==> config.mk <==
export PLATFORM = sky130hd
export DESIGN_NAME = ps2_rx
export DESIGN_NICKNAME = d
export VERILOG_FILES = /design/src/rtl/ps2_pkg.sv /design/src/rtl/ps2_filter.sv /design/src/rtl/ps2_rx.sv
export SDC_FILE = /design/constraint.sdc
export NUM_CORES = 1
export LEC_CHECK = 0
export BUFFER_PORTS_ARGS = -buffer_cell sky130_fd_sc_hd__buf_4
export CAP_MARGIN = 0
export CORE_ASPECT_RATIO = 0.75
export CORE_MARGIN = 2
export CORE_UTILIZATION = 49
export DETAILED_ROUTE_END_ITERATION = 8
export GPL_ROUTABILITY_DRIVEN = 0
export PLACE_DENSITY = 0.66
export SYNTH_ARGS = -nofsm -noshare
export SYNTH_HDL_FRONTEND = slang
export SYNTH_SLANG_ARGS = --single-unit
==> constraint.sdc <==
create_clock -name clock -period 4.4 [get_ports clock]
set_clock_uncertainty 0.1 [all_clocks]
set_input_delay 0.22 -clock clock [delete_from_list [all_inputs] [get_ports clock]]
set_output_delay 0.22 -clock clock [all_outputs]
set_load 0.03 [all_outputs]
==> src/rtl/ps2_pkg.sv <==
// Shared FSM state type, frame geometry and default timing constants for the PS/2 receiver.
// Latency: n/a (types and constants only).
// Backpressure: n/a.
//
// Optional build macro used by importers: PS2_PARITY_EN (enables odd-parity checking).
package ps2_pkg;

  typedef enum logic [1:0] {
    IDLE   = 2'd0,
    DATA   = 2'd1,
    PARITY = 2'd2,
    STOP   = 2'd3
  } ps2_state_e;

  // start + 8 data + parity + stop
  localparam int PS2_FRAME_BITS  = 11;
  localparam int PS2_FILTER_DEF  = 8;
  localparam int PS2_TIMEOUT_DEF = 10000;

  // Odd parity: the eight data bits plus the parity bit must hold an odd number of ones.
  function automatic logic odd_parity_ok(input logic [7:0] dat, input logic par);
    return ^{dat, par};
  endfunction

endpackage

==> src/rtl/ps2_filter.sv <==
// Synchronizes the raw PS/2 pins, de-glitches the clock and emits a falling-edge sample strobe.
// Latency: 2 sync cycles + FILTER cycles + 1 edge-detect cycle from raw clock fall to fall_stb.
// Backpressure: none; fall_stb is a single-cycle pulse the consumer must take when it appears.
//
// Ports:
//   clock, resetn      : system clock, asynchronous active-low reset
//   ps2_clk, ps2_dat   : raw asynchronous pins
//   fall_stb           : one-cycle pulse on a filtered clock falling edge
//   dat_sync           : synchronized data pin, valid to sample while fall_stb is high
module ps2_filter
  import ps2_pkg::*;
#(
  parameter int FILTER = PS2_FILTER_DEF
) (
  input  logic clock,
  input  logic resetn,
  input  logic ps2_clk,
  input  logic ps2_dat,
  output logic fall_stb,
  output logic dat_sync
);

  localparam int CNT_W = $clog2(FILTER + 1);

  logic [1:0]       clk_sync_q, clk_sync_d;
  logic [1:0]       dat_sync_q, dat_sync_d;
  logic             filt_q, filt_d;
  logic             filt_dly_q, filt_dly_d;
  logic             stb_q, stb_d;
  logic [CNT_W-1:0] cnt_q, cnt_d;

  always_ff @(posedge clock or negedge resetn) begin
    if (!resetn) begin
      clk_sync_q <= 2'b11;
      dat_sync_q <= 2'b11;
      filt_q     <= 1'b1;
      filt_dly_q <= 1'b1;
      stb_q      <= 1'b0;
      cnt_q      <= '0;
    end else begin
      clk_sync_q <= clk_sync_d;
      dat_sync_q <= dat_sync_d;
      filt_q     <= filt_d;
      filt_dly_q <= filt_dly_d;
      stb_q      <= stb_d;
      cnt_q      <= cnt_d;
    end
  end

  always_comb begin
    clk_sync_d = {clk_sync_q[0], ps2_clk};
    dat_sync_d = {dat_sync_q[0], ps2_dat};
    filt_d     = filt_q;
    filt_dly_d = filt_q;
    cnt_d      = '0;
    // Count consecutive disagreeing samples; the FILTER-th one flips the filtered level.
    // Any agreeing sample leaves cnt_d at its zero default.
    if (clk_sync_q[1] != filt_q) begin
      if (cnt_q == CNT_W'(FILTER - 1)) begin
        filt_d = clk_sync_q[1];
      end else begin
        cnt_d = cnt_q + CNT_W'(1);
      end
    end
    stb_d = filt_dly_q & ~filt_q;
  end

  assign fall_stb = stb_q;
  assign dat_sync = dat_sync_q[1];

endmodule

==> src/rtl/ps2_rx.sv <==
// PS/2 device-to-host frame receiver: frames, checks and delivers one scan-code byte per frame.
// Latency: ps2_hit/ps2_err rise one cycle after the stop-bit strobe (or the timeout cycle).
// Backpressure: none; ps2_hit/ps2_err are one-cycle strobes, ps2_data holds until the next good frame.
//
// Ports:
//   clock, resetn      : 50 MHz system clock, asynchronous active-low reset
//   ps2_clk, ps2_dat   : raw asynchronous PS/2 pins (receive only)
//   ps2_data           : last accepted byte
//   ps2_hit            : one-cycle strobe, ps2_data valid in the same cycle
//   ps2_err            : one-cycle strobe on start/stop framing, parity or timeout error
// Build macro: PS2_PARITY_EN -- when defined, odd parity is checked and a bad parity
// bit rejects the frame; otherwise the parity bit is sampled and ignored.
module ps2_rx
  import ps2_pkg::*;
#(
  parameter int FILTER  = PS2_FILTER_DEF,
  parameter int TIMEOUT = PS2_TIMEOUT_DEF
) (
  input  logic       clock,
  input  logic       resetn,
  input  logic       ps2_clk,
  input  logic       ps2_dat,
  output logic [7:0] ps2_data,
  output logic       ps2_hit,
  output logic       ps2_err
);

  localparam int TOUT_W = $clog2(TIMEOUT + 1);

  logic stb;
  logic dat;

  ps2_filter #(
    .FILTER (FILTER)
  ) u_filter (
    .clock    (clock),
    .resetn   (resetn),
    .ps2_clk  (ps2_clk),
    .ps2_dat  (ps2_dat),
    .fall_stb (stb),
    .dat_sync (dat)
  );

  ps2_state_e        state_q, state_d;
  logic [7:0]        shift_q, shift_d;
  logic [7:0]        data_q, data_d;
  logic [2:0]        bit_cnt_q, bit_cnt_d;
  logic [TOUT_W-1:0] tout_q, tout_d;
  logic [TOUT_W-1:0] tout_inc;
  logic              hit_q, hit_d;
  logic              err_q, err_d;
  logic              tout_hit;
  logic              par_ok;

`ifdef PS2_PARITY_EN
  logic parity_q, parity_d;
  assign par_ok = odd_parity_ok(shift_q, parity_q);
`else
  assign par_ok = 1'b1;
`endif

  // A strobe always restarts the count, so a timeout can never coincide with a stop bit.
  assign tout_inc = tout_q + TOUT_W'(1);
  assign tout_hit = (state_q != IDLE) && !stb && (tout_inc == TOUT_W'(TIMEOUT));

  // State register
  always_ff @(posedge clock or negedge resetn) begin
    if (!resetn) begin
      state_q <= IDLE;
    end else begin
      state_q <= state_d;
    end
  end

  // Next-state logic
  always_comb begin
    state_d = state_q;
    case (state_q)
      IDLE:    if (stb && !dat) state_d = DATA;
      DATA:    if (stb && (bit_cnt_q == 3'd7)) state_d = PARITY;
      PARITY:  if (stb) state_d = STOP;
      STOP:    if (stb) state_d = IDLE;
      default: state_d = IDLE;
    endcase
    if (tout_hit) begin
      state_d = IDLE;
    end
  end

  // Datapath and output strobes
  always_comb begin
    shift_d   = shift_q;
    bit_cnt_d = bit_cnt_q;
    data_d    = data_q;
    hit_d     = 1'b0;
    err_d     = 1'b0;
`ifdef PS2_PARITY_EN
    parity_d  = parity_q;
`endif

    if ((state_q == IDLE) || stb || tout_hit) begin
      tout_d = '0;
    end else if (tout_q != TOUT_W'(TIMEOUT)) begin
      tout_d = tout_inc;
    end else begin
      tout_d = tout_q;
    end

    case (state_q)
      IDLE: begin
        if (stb) begin
          if (!dat) begin
            bit_cnt_d = '0;
          end else begin
            err_d = 1'b1;
          end
        end
      end
      DATA: begin
        if (stb) begin
          // LSB arrives first, so shift toward bit 0.
          shift_d = {dat, shift_q[7:1]};
          if (bit_cnt_q != 3'd7) begin
            bit_cnt_d = bit_cnt_q + 3'd1;
          end
        end
      end
      PARITY: begin
`ifdef PS2_PARITY_EN
        if (stb) begin
          parity_d = dat;
        end
`endif
      end
      STOP: begin
        if (stb) begin
          if (dat && par_ok) begin
            data_d = shift_q;
            hit_d  = 1'b1;
          end else begin
            err_d = 1'b1;
          end
        end
      end
      default: ;
    endcase

    if (tout_hit) begin
      err_d = 1'b1;
    end
  end

  always_ff @(posedge clock or negedge resetn) begin
    if (!resetn) begin
      shift_q   <= '0;
      bit_cnt_q <= '0;
      tout_q    <= '0;
      data_q    <= '0;
      hit_q     <= 1'b0;
      err_q     <= 1'b0;
`ifdef PS2_PARITY_EN
      parity_q  <= 1'b0;
`endif
    end else begin
      shift_q   <= shift_d;
      bit_cnt_q <= bit_cnt_d;
      tout_q    <= tout_d;
      data_q    <= data_d;
      hit_q     <= hit_d;
      err_q     <= err_d;
`ifdef PS2_PARITY_EN
      parity_q  <= parity_d;
`endif
    end
  end

  assign ps2_data = data_q;
  assign ps2_hit  = hit_q;
  assign ps2_err  = err_q;

endmodule
=== Word level (Yosys, flattened, before mapping) ===
Cells that the tools add are included.

* Input bits: 4
* Word-level logic and storage cells: 74
* Bits in registers: 48
* Output and inout bits: 10

* Muxes and demuxes: 22
* Bitwise operators: 2
* Reductions and logical operators: 17
* Add/sub/neg operators: 3
* Equality and inequality tests: 17

{| class="wikitable"
|+ Operators with widths
! kind !! number
|-
| 2-to-1 mux 14 bit || 2
|-
| adder 14 x 1 -> 14 bit, second input constant || 1
|-
| == test 14 bit, second input constant || 1
|-
| inequality test 14 bit, second input constant || 1
|-
| 2-to-1 mux 3 bit || 4
|-
| 2-to-1 mux 2 bit || 5
|-
| inequality test 3 bit, second input constant || 3
|-
| 2-to-1 mux 4 bit || 2
|-
| case mux 2 bit (4 select lines) || 1
|-
| 2-to-1 mux 1 bit || 6
|-
| inequality test 3 x 2 -> 1 bit, second input constant || 2
|-
| case mux 3 bit (2 select lines) || 1
|-
| nonzero test 2 bit || 3
|-
| AND reduction 5 bit || 1
|-
| adder 4 x 1 -> 4 bit, second input constant || 1
|-
| == test 2 bit, second input constant || 2
|-
| == test 4 x 3 -> 1 bit, second input constant || 1
|-
| logical AND 1 bit || 4
|-
| inequality test 2 x 1 -> 1 bit, second input constant || 2
|-
| inequality test 2 bit, second input constant || 2
|-
| AND reduction 2 bit || 2
|-
| AND reduction 4 bit || 1
|-
| adder 3 x 1 -> 3 bit, second input constant || 1
|-
| == test 3 bit, second input constant || 1
|-
| other kinds (9) || 11
|}

=== Depth between registers and ports, before layout ===
* Depth in word-level cells: 5
* Gate-level depth with buffers: 7
* Depth with buffers taken out: 7

=== Modules after synthesis ===
From an unflattened synthesis, not the netlist that was laid out.

* Cells, all modules: 201
* Area total of the unflattened synthesis: 2317.2 µm²

{| class="wikitable"
|+ By module, submodules not included
! module !! times used !! cells an instance !! sequential area each (µm²) !! area an instance (µm²)
|-
| ps2_rx || 1 || 176 || 925.9 || 1934.4
|-
| ps2_filter || 1 || 25 || 282.8 || 382.9
|}

=== Worst setup path before layout ===
OpenSTA, ideal clock, no wires.

* Kind: flip-flop to flip-flop
* Start point: register state_q[0]
* End point: register tout_q[0]
* Arrival: 1.716 ns
* Library setup time: 0.077 ns
* Required time: 4.223 ns
* Stages on the path, launching flop included: 8
* Clock period less this slack: 1.893 ns
* Slack: 2.507 ns
* Path buffers: 2
* Cell sequence: dfrtp_1 -> inv_1 -> ha_1 -> or2_2 -> clkbuf_1 -> or3_1 -> buf_2 -> a21oi_1

* Word-level cells in the longest chain between the ends: 5
* Elaborated cells on any way between the ends: 8
* Classes of those cells: mux (1); reduce/logical (7)

{| class="wikitable"
|+ RTL lines
! item !! line !! source
|-
| start, declared || ps2_rx.sv:44 || <nowiki>ps2_state_e state_q, state_d;</nowiki>
|-
| start signal, assigned || ps2_rx.sv:71 || <nowiki>state_q <= state_d;</nowiki>
|-
| nonzero test 2 bit || ps2_rx.sv:64 || <nowiki>assign tout_hit = (state_q != IDLE) && !stb && (tout_inc == TOUT_W'(TIMEOUT));</nowiki>
|-
| logical AND 1 bit (2 in series) || ps2_rx.sv:64 ||
|-
| logical OR 1 bit (*) || ps2_rx.sv:101 || <nowiki>if ((state_q == IDLE) || stb || tout_hit) begin</nowiki>
|-
| 2-to-1 mux 14 bit or nonzero test 2 bit (tied branches) || n/a ||
|-
| end signal, assigned || ps2_rx.sv:167 || <nowiki>tout_q <= tout_d;</nowiki>
|-
| end, declared || ps2_rx.sv:48 || <nowiki>logic [TOUT_W-1:0] tout_q, tout_d;</nowiki>
|}

Mark *: on every way between the ends. The rest lies on a longest branch, timed or not.
A chain may end at the register's enable or synchronous reset.

=== Worst setup path after layout ===
* Start point: register state_q[0]
* End point: register tout_q[4]

The elaborated chain is that of the path after synthesis.

==> metrics.csv <==
stage;metric;value;unit
floorplan;start_util;0.515;
worst_setup_path;cp-startpoint;state_q[0]$_DFFE_PN0P_;
placement;io_buffers;13;
grt;grt_start_max_net_pins;49;
finish;design_area;2550;um^2
routing;via_count;1504;
synthesis;synth.avg_cell_area;11.8;um^2
grt;antenna_found_initial;0;
clock_network;clk_pin_slew;100;ps
finish;mostFrequentLayoutCells;dfrtp_1, nor2_1, mux2_1;
routing;antenna_left;0;
floorplan;die_w;83.4;um
synthesis;yosys_warnings;0;
sta;tns;0;ps
placement;place_ws;2370;ps
clock_network;cts_root_buf;clkbuf_8;
grt;grt_usage;0.175;
clock_network;insertion_delay;300;ps
synthesis;synth-seq-cells;48;
floorplan;fp.dieH;63.5;um
routing;wl_per_cell;15.7;um
power;p_per_area;501;nW/um^2
routing;drt-vias-per-instance;5.57;
worst_setup_path;rrSetupSlack;2330;ps
clock_network;clk_path_buf_depth;2;
synthesis;synth_cell_types;47;
clock_network;cts_tree;done;
synthesis;netlist_area;2310;um^2
placement;post-dp-hpwl;3.00;mm
clock_network;cts_setup_buffers;0;
sta;setup_viol;0;
grt;grt_pass1_vias;1575;
run_status;outcome;complete, no violations;
synthesis;ys.flop_type;dfrtp_1;
routing;dr.pass1.iters;4;
clock_network;cts_buffers;5;
synthesis;async_flop_share;1.00;
worst_setup_path;worstReg2RegStart;state_q[0]$_DFFE_PN0P_;
floorplan;core.rowCount;21;
synthesis;synth-edff-count;0;
worst_setup_path;cp.arrival;2190;ps
floorplan;core-area;4490;um^2
finish;layout_commonest_cell;dfrtp_1;
run;maxCapViolations;0;
worst_setup_path;crit_path_end;tout_q[4]$_DFFE_PN0P_;
sta;relSlewSlack;0.605;
synthesis;synth_nets;210;
worst_setup_path;path_class;register to register;
clock_network;cts_hold_buf;3;
sta;hold_viol;0;
sta;rsz0062_at_grt;no;
placement;place_area;2430;um^2
finish;drive_gt1_frac;0.211;
sta;finalMaxSlewViolations;0;
synthesis;synth_cells;196;
worst_setup_path;critPathMaxFanout;7;
routing;routed_wirelength;4.23;mm
worst_setup_path;r2r-end;tout_q[4]$_DFFE_PN0P_;
clock_network;h-tree-depth;2;
sta;layout_worst_path_cycle_share;0.470;
grt;grt_pass1_wl;7.37;mm
power;p_leak;1.20;nW
min_path;hold_class;register to register;
synthesis;ys_seq_area_frac;0.522;
sta;min_period;2070;ps
floorplan;boundaryPins;14;
worst_setup_path;cp-start-kind;register;
finish;syn_to_final_growth;10.3;%
sta;timing.fmax;483;MHz
worst_setup_path;cp-end-kind;register;
floorplan;dieArea;5300;um^2
finish;diodes;0;
clock_network;clock-sinks;48;
finish;nets;226;
sta;final.setup.worst_slack;2330;ps
worst_setup_path;required;4520;ps
grt;gr-total-overflow;0;
worst_setup_path;r2r_cells;5;
sta;tightest_slew;592;ps
clock_network;ctsResizeCount;0;
power;peakVddDrop;0.264;mV
worst_setup_path;crit_chain;inv_1, ha_1, or2_2, or3_1, a21oi_1;
routing;drc;0;
worst_setup_path;max_stage_delay;500;ps
worst_setup_path;crit_slowest_cell;or3_1;
routing;drtIter0Drc;99;
==> layer usage <==
| layer | share of wire | up-vias | global-route usage |
|---|---|---|---|
| met4 | 0.0087 | 0 | 0.0533 |
| met2 | 0.48 | 34 | 0.288 |
| met3 | 0.040 | 4 | 0.0393 |
| li1 | - | 711 | - |
| met5 | 0 | - | 0 |
| met1 | 0.47 | 755 | 0.231 |
==> through the flow <==
step            util  total power [W]  instances  hold WS [ps]
5_1_grt        0.568          0.00137        270           250
2_1_floorplan      -         0.000927        196          -176
4_1_cts        0.568          0.00128        270           258
6_report       0.568          0.00128        270           255
3_5_place_dp   0.541          0.00100        259           165
3_3_place_gp   0.541         0.000974        259           152
==> logic make-up after synthesis <==
kind of cell | after synthesis | synth area share
xor gates and xnor gates | 14 | 0.0562
AOI/OAI and AO/OA | 27 | 0.0789
DFF | 48 | 0.522
muxes | 20 | 0.0962
buffers and inverters | 18 | 0.0416
adders and majority gates | 10 | 0.0541
and+or+nand+nor | 59 | 0.151
==> registers in the layout, indices dropped and copies added, names as in the netlist, 2 cells and up <==
signal / count
tout_q: 14
ps2_data: 8
shift_q: 8
u_filter.cnt_q: 4
bit_cnt_q: 3
state_q: 2
u_filter.clk_sync_q: 2
u_filter.dat_sync_q: 2
==> synthesized netlist by cell type, types with 2 or more instances <==
cell type / instances / area share
dfrtp_1: 42 / 0.45
nor2_1: 17 / 0.028
mux2_1: 14 / 0.068
inv_1: 11 / 0.018
nand3_1: 11 / 0.024
ha_1: 10 / 0.054
a21oi_1: 9 / 0.019
xnor2_1: 8 / 0.030
dfstp_2: 6 / 0.068
nand2_1: 5 / 0.0081
xor2_1: 5 / 0.019
mux2_2: 4 / 0.019
nand4_1: 4 / 0.011
o21ai_0: 4 / 0.0086
buf_6: 3 / 0.015
nand2b_1: 3 / 0.0081
o21ai_1: 3 / 0.0065
and3_2: 2 / 0.0065
buf_2: 2 / 0.0043
mux2i_1: 2 / 0.0086
nor2b_1: 2 / 0.0054
nor3_1: 2 / 0.0043
o22ai_1: 2 / 0.0054
or4b_4: 2 / 0.012
==> critical path, delay by kind of cell, from the launching register on <==
family                     cells  cell delay, ps
and+or+nand+nor                2             900
DFF                            1             420
adders and majority gates      1             290
AOI/OAI and AO/OA              1             190
buffers and inverters          1              90
==> layout make-up <==
class / count / area (um^2)
clock buffers: 5 / 68.8
clock inverters: 3 / 25.0
fillers: 374 / 1940
inverters: 11 / 41.3
multi-input cells: 130 / 1010
flip-flops and latches: 48 / 1210
well taps: 57 / 71.3
repair buffers: 16 / 128
==> how the worst min path moves through the flow <==
stage                                                 from                          endpoint  cells past startpoint
after floorplan                                     resetn          bit_cnt_q[0]$_DFFE_PN0P_                      0
after global placement                              resetn       u_filter.cnt_q[1]$_DFF_PN0_                      1
after detailed placement                            resetn       u_filter.cnt_q[1]$_DFF_PN0_                      1
after CTS                 u_filter.dat_sync_q[0]$_DFF_PN1_  u_filter.dat_sync_q[1]$_DFF_PN1_                      0
after global routing      u_filter.dat_sync_q[0]$_DFF_PN1_  u_filter.dat_sync_q[1]$_DFF_PN1_                      0
final                     u_filter.dat_sync_q[0]$_DFF_PN1_  u_filter.dat_sync_q[1]$_DFF_PN1_                      0
==> report_power, final <==
part           leakage [nW]  internal, W  total [W]  switching, W
combinational         0.521     0.000166   0.000392      0.000226
clock                0.0452     0.000116   0.000277      0.000161
sequential            0.635     0.000519   0.000610     0.0000914
total                  1.20     0.000801    0.00128      0.000478
No activity file was read; power rests on OpenSTA's default activity.
